### src/rtl/full_event_queue.sv
// Rising-edge event capture of the volume-full level into a small FIFO with overflow accounting.
// Optional macro FEQ_TIMESTAMP_EN: records carry a free-running timestamp instead of the sequence number.
module full_event_queue #(
    parameter int DEPTH = 4,
    parameter int DW    = 16,
    localparam int AW   = $clog2(DEPTH),
    localparam int LW   = AW + 1
) (
    input  logic          clk,
    input  logic          rst,
    input  logic          sig_in,
    output logic          evt_valid,
    input  logic          evt_ready,
    output logic [DW-1:0] evt_data,
    output logic [LW-1:0] evt_level,
    output logic          overflow,
    output logic [7:0]    drop_cnt,
    input  logic          clr_ovf
);

    logic          sig_q, sig_d;
    logic [AW-1:0] wr_ptr_q, wr_ptr_d;
    logic [AW-1:0] rd_ptr_q, rd_ptr_d;
    logic [LW-1:0] level_q, level_d;
    logic          overflow_q, overflow_d;
    logic [7:0]    drop_cnt_q, drop_cnt_d;
    logic [DW-1:0] seq_q, seq_d;
    logic [DW-1:0] mem_q [DEPTH];
    logic [DW-1:0] mem_d [DEPTH];

    logic          rise, pop, push, drop, full;
    logic [DW-1:0] record;

`ifdef FEQ_TIMESTAMP_EN
    logic [DW-1:0] ts_q, ts_d;

    always_comb begin
        ts_d = ts_q + DW'(1);
    end

    always_ff @(posedge clk or negedge rst) begin
        if (!rst) ts_q <= '0;
        else      ts_q <= ts_d;
    end

    assign record = ts_q;
`else
    assign record = seq_q;
`endif

    always_comb begin
        evt_valid = (level_q != '0);
        full      = (level_q == LW'(DEPTH));
        rise      = sig_in & ~sig_q;
        pop       = evt_valid & evt_ready;
        // A pop frees a slot this edge, so a full queue still accepts the push.
        push      = rise & (~full | pop);
        drop      = rise & full & ~pop;

        sig_d    = sig_in;
        wr_ptr_d = push ? wr_ptr_q + AW'(1) : wr_ptr_q;
        rd_ptr_d = pop  ? rd_ptr_q + AW'(1) : rd_ptr_q;
        seq_d    = rise ? seq_q + DW'(1) : seq_q;

        level_d = level_q;
        if (push && !pop)      level_d = level_q + LW'(1);
        else if (pop && !push) level_d = level_q - LW'(1);

        mem_d = mem_q;
        if (push) mem_d[wr_ptr_q] = record;

        // A drop at the same edge as a clear takes priority.
        overflow_d = overflow_q;
        drop_cnt_d = drop_cnt_q;
        if (drop) begin
            overflow_d = 1'b1;
            if (clr_ovf)                  drop_cnt_d = 8'd1;
            else if (drop_cnt_q != 8'hFF) drop_cnt_d = drop_cnt_q + 8'd1;
        end else if (clr_ovf) begin
            overflow_d = 1'b0;
            drop_cnt_d = 8'd0;
        end
    end

    always_ff @(posedge clk or negedge rst) begin
        if (!rst) begin
            sig_q      <= 1'b1;
            wr_ptr_q   <= '0;
            rd_ptr_q   <= '0;
            level_q    <= '0;
            overflow_q <= 1'b0;
            drop_cnt_q <= 8'd0;
            seq_q      <= '0;
            for (int i = 0; i < DEPTH; i++) mem_q[i] <= '0;
        end else begin
            sig_q      <= sig_d;
            wr_ptr_q   <= wr_ptr_d;
            rd_ptr_q   <= rd_ptr_d;
            level_q    <= level_d;
            overflow_q <= overflow_d;
            drop_cnt_q <= drop_cnt_d;
            seq_q      <= seq_d;
            for (int i = 0; i < DEPTH; i++) mem_q[i] <= mem_d[i];
        end
    end

    assign evt_data  = evt_valid ? mem_q[rd_ptr_q] : '0;
    assign evt_level = level_q;
    assign overflow  = overflow_q;
    assign drop_cnt  = drop_cnt_q;

endmodule

### config.mk
export PLATFORM = sky130hd
export DESIGN_NAME = full_event_queue
export DESIGN_NICKNAME = d
export VERILOG_FILES = /design/src/rtl/full_event_queue.sv
export SDC_FILE = /design/constraint.sdc
export NUM_CORES = 1
export LEC_CHECK = 0
export BUFFER_PORTS_ARGS = -buffer_cell sky130_fd_sc_hd__buf_4
export CAP_MARGIN = 20
export CORE_MARGIN = 4
export CORE_UTILIZATION = 50
export CTS_CLUSTER_DIAMETER = 120
export CTS_CLUSTER_SIZE = 12
export DETAILED_ROUTE_END_ITERATION = 8
export HOLD_SLACK_MARGIN = 0.02
export PLACE_DENSITY = 0.76
export REMOVE_ABC_BUFFERS = 1
export SETUP_SLACK_MARGIN = 0.1
export SKIP_LAST_GASP = 1
export SLEW_MARGIN = 20
export SYNTH_ARGS = -nofsm -noshare
export SYNTH_HDL_FRONTEND = slang
export SYNTH_SLANG_ARGS = --single-unit
### constraint.sdc
create_clock -name clk -period 2.7 [get_ports clk]
set_clock_uncertainty 0.1 [all_clocks]
set_input_delay 0.54 -clock clk [delete_from_list [all_inputs] [get_ports clk]]
set_output_delay 0.54 -clock clk [all_outputs]
set_load 0.02 [all_outputs]
## Yosys cells after proc, flatten, opt, wreduce, memory -nomap -nowiden

Index checks and enable logic that the tools add are counted.

| operators by class | value |
|---|---|
| eq/ne operators | 2 |
| add/sub/neg operators | 6 |
| muxes and demuxes | 15 |
| bitwise logic cells | 11 |
| reduce and logical (&&, ||, !) cells | 10 |
| magnitude comparators | 3 |

Operators by type and width:

| operator | count |
|---|---|
| $bwmux W64 | 1 |
| $mux W16 | 4 |
| $bmux W16 S2 | 1 |
| $demux W16 S2 | 1 |
| $mux W8 | 4 |
| $add A16 B1 Y16 const B | 1 |
| $add A8 B1 Y8 const B | 1 |
| $ne A8 B8 Y1 const B | 1 |
| $ge A3 B3 Y1 const B | 2 |
| $mux W3 | 2 |
| $not A2 Y3 | 2 |
| $reduce_bool A2 Y1 | 3 |
| $and A1 B1 Y1 | 5 |
| $add A2 B1 Y2 const B | 2 |
| $add A3 B1 Y3 const B | 1 |
| $eq A3 B3 Y1 const B | 1 |
| $logic_and A1 B1 Y1 | 3 |
| $lt A3 B1 Y1 const B | 1 |
| $not A1 Y1 | 3 |
| $reduce_bool A3 Y1 | 1 |
| $sub A3 B1 Y3 const B | 1 |
| $logic_not A1 Y1 | 2 |
| $mux W1 | 2 |
| $reduce_and A2 Y1 | 1 |
| $or A1 B1 Y1 | 1 |

| word-level totals | value |
|---|---|
| output and inout port bits | 29 |
| input bits | 5 |
| flip-flop bits (word level) | 97 |
| word-level logic and storage cells | 58 |

## Logic depth before layout (Yosys ltp)

Gate-level depths: netlist (run 1).

| depth | value |
|---|---|
| depth in word-level cells | 8 |
| depth in mapped cells | 9 |
| depth with buffers taken out | 8 |

## Worst setup path before layout (run 1)

Ideal clock, no wire load.

| timing | value |
|---|---|
| kind | input to register |
| from | input evt_ready |
| to | register level_q[1] (netlist: evt_level[1]) |
| data required time | 2.475 ns |
| slack | 0.250 ns |
| setup time | 0.125 ns |
| stages | 6 |
| path buffers | 0 |
| arrival time | 2.225 ns |
| cell sequence | nor4b_1 -> nor2_2 -> ha_1 -> inv_1 -> fa_1 -> mux2_2 |

| on the way | value |
|---|---|
| elaborated cells on any way between the ends | 9 |

RTL lines:

| item | line | text |
|---|---|---|
| start: declaration | 13 | `input logic evt_ready,` |
| $and A1 B1 Y1 | 55 | `pop = evt_valid & evt_ready;` |
| $or A1 B1 Y1 | 57 | `push = rise & (~full \| pop);` |
| $and A1 B1 Y1 | 57 |  |
| via push | 31 | `logic rise, pop, push, drop, full;` |
| $logic_and A1 B1 Y1 | 66 | `if (push && !pop) level_d = level_q + LW'(1);` |
| $mux W3 | 66 |  |
| via level_d[1] | 24 | `logic [LW-1:0] level_q, level_d;` |
| end signal: assignment | 99 | `level_q <= level_d;` |
| end: declaration | 24 |  |

The timed path passes the listed nets, and every way through them passes these cells.
A chain may end at the register's enable or synchronous reset.

## Worst setup path in the final report (run 1)

| timing | value |
|---|---|
| from | register rd_ptr_q[0] |
| to | output evt_data[3] |

| on the way | value |
|---|---|
| cells in the longest elaborated chain, start to end | 5 |

Ends and longest elaborated chain:

| item | line | text |
|---|---|---|
| start: declaration | 23 | `logic [AW-1:0] rd_ptr_q, rd_ptr_d;` |
| start signal: assignment | 98 | `rd_ptr_q <= rd_ptr_d;` |
| $not A2 Y3 (implied by the code) | 107 | `assign evt_data = evt_valid ? mem_q[rd_ptr_q] : '0;` |
| $bmux W16 S2 | 107 |  |
| $mux W16 (implied by the code) (2 in series) | 107 |  |
| $mux W16 | 107 |  |
| end: declaration | 14 | `output logic [DW-1:0] evt_data,` |

No other way between the ends. The select of a mux whose other input is x is not followed.

==> out/qor.txt, run 1 <==
crit path to = evt_data[3]
CTS HTree Levels = 3
fmax = 404 MHz
placed cell areas = 4900 um^2
max_slew headroom = 43.3%
most common cell after layout, fill and taps aside = dfrtp_1
min Tclk post-route = 2480 ps
Syn-to-layout area delta = 12.6%
CP Max Fanout = 16
Leak Pwr = 2.51 nW
clock root buffer = clkbuf_8
number of synthesized flops with an enable pin = 0
Crit path required time = 2060 ps
fill count = 695
post-CTS sizing = 0
die area = 10700 um^2
GP Congestion = 0.861
Max Buffers Root-to-Sink = 2
register area share after synthesis = 53.4%
DRT iter0 DRCs = 150
max_cap viols = 0
Die Wd = 103 um
Antenna diodes = 0
io pins = 34
vias in the first global route = 2833
Clock transition at path regs = 90 ps
port bufs = 33
largest net degree at the start of global routing = 67
GR Util All Layers = 17.2%
Top FF cell, synth = dfrtp_1
Skew-Pair Late Insertion Delay = 360 ps
crit start category = flip-flop
outcome = complete, no violations
Placed Cells incl. Taps = 459
GR Overflow Total = 0
register-to-register setup slack = 260 ps
Synth area leaders = dfrtp_1 (53%), mux2_2 (16%), mux4_2 (7.9%)
PwrDens = 836 nW/um^2
Finished Cell Area = 5130 um^2
Syn. warnings = 0
DRT Wirelength = 8250 um
Final #Nets = 375
clock tree sinks = 97
reg2reg path depth = 8
crit path launch = rd_ptr_q[0]$_DFFE_PN0N_
CP Capture Type = output port
HP Class = in2async
Cells after Synth = 329
post-DP HPWL = 5540 um
most frequent cells in the layout = dfrtp_1 (95), mux2_2 (66), buf_4 (39), mux4_2 (16), and2_1 (16)
DIE HEIGHT = 103 um
# DRC = 0
RSZ-0062 raised after global routing = no
core area = 8810 um^2
hold-fix buffers at CTS = 0
final hold viol count = 0
Synth async-reset ratio = 100%
setup TNS = 0 ps
initial antenna violation count = 0
Pre-antenna DRT Iters = 4
Yosys reg bits = 97
Worst Path Class, Setup = reg2out
reg2reg end = evt_level[2]$_DFFE_PN0P_
mapped cell area = 4550 um^2
peak supply drop = 734 uV
vias per cell = 5.65
DR WL/cell = 17.4 um
post-synth top area share = 52.8%
final cell count without fillers = 475
worst r2r src = evt_level[2]$_DFFE_PN0P_
first-pass GRT wire length = 14000 um
share of post-route cells with drive strength above 1 = 40.9%
Slew Limit Fails = 0
Arrival @ worst endpoint = 1840 ps
Cell variety after synth = 45
Num CTS Buffers = 9
Initial Util = 51.7%
# rows = 34
crit share post-route = 91.8%
Yosys top cell by area = dfrtp_1
postcts setup bufs = 0
Via Count = 2683
CTS tree = yes
worst slew pin tran = 850 ps
Mean Syn Cell Area = 13.8 um^2
antenna viol nets, final = 0
final setup violation count = 0
[cell type report]
| type | count | area [um^2] | area share (%) |
|---|---|---|---|
| tap | 108 | 135 | 2.64 |
| clock inverter | 7 | 98.8 | 1.93 |
| clock buffer | 9 | 124 | 2.42 |
| timing repair buffer | 41 | 333 | 6.49 |
| sequential | 97 | 2430 | 47.4 |
| multi-input combinational | 206 | 1980 | 38.6 |
| inverter | 7 | 26.3 | 0.512 |
[cell families after synthesis]
group | count (synthesis) | synth area share (%)
AO/OA/AOI/OAI | 14 | 2.06
XOR/XNOR | 21 | 4.04
adder cells (fa/ha/maj) | 8 | 2.36
buffers and inverters | 26 | 3.13
flip-flops | 97 | 53.4
multiplexers | 83 | 24.5
AND/OR/NAND/NOR | 80 | 10.6
[metrics by stage]
| stage | hold slack, ps | worst slack [ps] | utilization [%] | total power [mW] |
|---|---|---|---|---|
| 2_1_floorplan | 144 | 250 | - | 2.78 |
| 3_3_place_gp | 382 | 130 | 55.7 | 3.25 |
| 3_5_place_dp | 391 | 99.5 | 55.7 | 3.31 |
| 4_1_cts | 187 | 135 | 58.2 | 4.35 |
| 5_1_grt | 181 | 102 | 58.2 | 4.53 |
| 6_report | 179 | 222 | 58.2 | 4.28 |
[cell usage after synthesis (2+ instances only)]
cell type / number
buf_1: 2
nand2_4: 4
nand4_1: 7
xnor2_1: 13
nor3_1: 5
clkbuf_1: 9
inv_1: 7
nor2b_1: 2
ha_1: 7
clkbuf_8: 4
mux4_2: 16
nand3_1: 10
buf_2: 3
and2_1: 16
a21oi_1: 2
nor2_1: 9
mux2_2: 66
dfrtp_1: 96
and3_1: 4
nand2_1: 12
o21ai_0: 4
xor2_1: 8
[routing by layer]
layer,part of all wire (%),GRT usage [%]
met5,0,0
met4,1.1,3.88
met3,3.4,4.69
met2,51,28.3
met1,45,22.9
[sequential cells by signal (all words and copies together), names as in the netlist]
name       count
record        16
evt_level      3
mem_q         64
drop_cnt       8
overflow       1
sig_q          1
wr_ptr_q       2
rd_ptr_q       2
[worst max-delay path, cell delays in order, from the launching register on]
cell and delay (ps):
dfrtp_2 420, buf_12 200, mux4_2 530, and2_1 170, buf_4 150
[power breakdown]
group / total [mW] / leakage [nW] / switching, mW / internal (mW)
combinational: 1.32 / 1.10 / 0.638 / 0.682
sequential: 1.93 / 1.30 / 0.233 / 1.69
clock: 1.04 / 0.111 / 0.508 / 0.530
total: 4.28 / 2.51 / 1.38 / 2.90
[worst min path at each step]
stage / cells after the start / slack [ps] / end / from
global placement: 1 / 380 / mem_q[5]$_DFFE_PN0P_ / mem_q[5]$_DFFE_PN0P_
detailed placement: 1 / 390 / mem_q[4]$_DFFE_PN0P_ / mem_q[4]$_DFFE_PN0P_
finish: 1 / 180 / mem_q[38]$_DFFE_PN0P_ / rst
global route: 1 / 180 / sig_q$_DFF_PN1_ / sig_in
floorplan: 0 / 140 / drop_cnt[0]$_DFFE_PN0P_ / rst
CTS: 1 / 190 / sig_q$_DFF_PN1_ / sig_in
Power figures use the tool's default switching activity.
==> inputs of run 2 (changes only) <==
Settings changed: GPL_TIMING_DRIVEN set to 0, HOLD_SLACK_MARGIN 0.02 to 0.06, TNS_END_PERCENT set to 5.
==> run 2 against run 1 <==
Combinational power shrank 14%; via count decreased by 1.8%; critical path type unchanged; critical endpoint unchanged; register-to-register slack gained 20 ps.
==> out/qor.txt, run 2 (synthesis results as in run 1) <==
crit start category = flip-flop
CTS HTree Levels = 3
GR Util All Layers = 17.0%
core area = 8810 um^2
DIE HEIGHT = 103 um
die area = 10700 um^2
GR Overflow Total = 0
Die Wd = 103 um
peak supply drop = 552 uV
vias per cell = 5.64
antenna viol nets, final = 0
# DRC = 0
outcome = complete, no violations
GP Congestion = 0.840
Final #Nets = 367
clock root buffer = clkbuf_8
largest reg by FF count = mem_q
setup TNS = 0 ps
final hold viol count = 0
max_slew headroom = 42.2%
first-pass GRT wire length = 13700 um
Antenna diodes = 0
Arrival @ worst endpoint = 1950 ps
min Tclk post-route = 2590 ps
fill count = 721
Finished Cell Area = 5020 um^2
fmax = 387 MHz
CP Capture Type = output port
clock tree sinks = 97
Worst Path Class, Setup = reg2out
worst slew pin tran = 867 ps
crit share post-route = 95.8%
RSZ-0062 raised after global routing = yes
# rows = 34
vias in the first global route = 2810
worst r2r src = evt_level[2]$_DFFE_PN0P_
DR WL/cell = 17.2 um
Place WS = -44.3 ps
CP Max Fanout = 18
max_cap viols = 0
postcts setup bufs = 0
PwrDens = 807 nW/um^2
Syn-to-layout area delta = 10.4%
DRT Wirelength = 8020 um
final setup violation count = 0
Via Count = 2635
largest net degree at the start of global routing = 98
Crit path required time = 2060 ps
Clock transition at path regs = 100 ps
Slew Limit Fails = 0
post-DP HPWL = 5210 um
Initial Util = 51.7%
total power = 4.05 mW
HP Class = in2async
Pre-antenna DRT Iters = 4
Skew-Pair Late Insertion Delay = 350 ps
crit path launch = rd_ptr_q[0]$_DFFE_PN0N_
Leak Pwr = 2.44 nW
final core utilization = 57.0%
share of post-route cells with drive strength above 1 = 40.4%
most common cell after layout, fill and taps aside = dfrtp_1
max reg flops = 64
most frequent cells in the layout = dfrtp_1 (94), mux2_2 (66), buf_4 (32), mux4_2 (16), and2_1 (16)
DRT iter0 DRCs = 117
Num CTS Buffers = 9
port bufs = 33
placed cell areas = 4820 um^2
io pins = 34
initial antenna violation count = 0
Max Buffers Root-to-Sink = 2
PnR worst setup slack = 113 ps
CTS tree = yes
-- run 2: cell types whose count changed in the layout (fill, tap and decap cells not counted), moves of 2 or more --
cell       delta
bufinv_16     -2
clkinv_4      +2
buf_4         -7
buf_12        -2
-- run 2: final timing paths --
check                      slack (ps)                        to  cells after the start
setup / recovery                  110               evt_data[3]                      3
hold / removal                    140     mem_q[54]$_DFFE_PN0P_                      1
setup reg to reg                  280  evt_level[2]$_DFFE_PN0P_                      8
hold reg to reg                   410     mem_q[25]$_DFFE_PN0P_                      1
max in group asynchronous        1700   rd_ptr_q[0]$_DFFE_PN0N_                      1
min in group clk                  220           sig_q$_DFF_PN1_                      1
-- run 2: layout make-up --
| class | instances | area, um^2 | area share, % |
|---|---|---|---|
| clock buffers | 9 | 124 | 2.47 |
| clock inverters | 7 | 61.3 | 1.22 |
| inverters | 7 | 26.3 | 0.523 |
| multi-input cells | 206 | 1990 | 39.7 |
| flip-flops and latches | 97 | 2430 | 48.4 |
| well taps | 108 | 135 | 2.69 |
| repair buffers | 33 | 251 | 5.01 |
-- run 2: routing by layer --
layer / track usage (%) / routed length [um]
met2: 28.8 / 4070
met1: 21.9 / 3600
met4: 4.28 / 57
met3: 4.43 / 289
met5: 0 / 0
-- run 2: through the flow --
step,hold slack [ps],std cells
after floorplan,144,310
after global placement,382,451
after detailed placement,388,451
after CTS,184,467
after global routing,189,467
final,141,467
-- run 2: where the power goes --
part	internal [mW]	leakage [nW]	switching (mW)	total [mW]
Sequential	1.70	1.30	0.356	2.05
Clock	0.351	0.0884	0.524	0.874
Combinational	0.628	1.05	0.498	1.13
Total	2.67	2.44	1.38	4.05
-- run 2: worst max-delay path, cell delays in order, from the launching register on --
cell and delay (ps):
dfrtp_4 690, mux4_2 570, and2_1 170, buf_4 150
-- run 2: repair_timing --
item / CTS / global route
hold buffers: 0 / 0
gates resized for setup: 3 / 1
setup endpoints to repair: 18 / 17
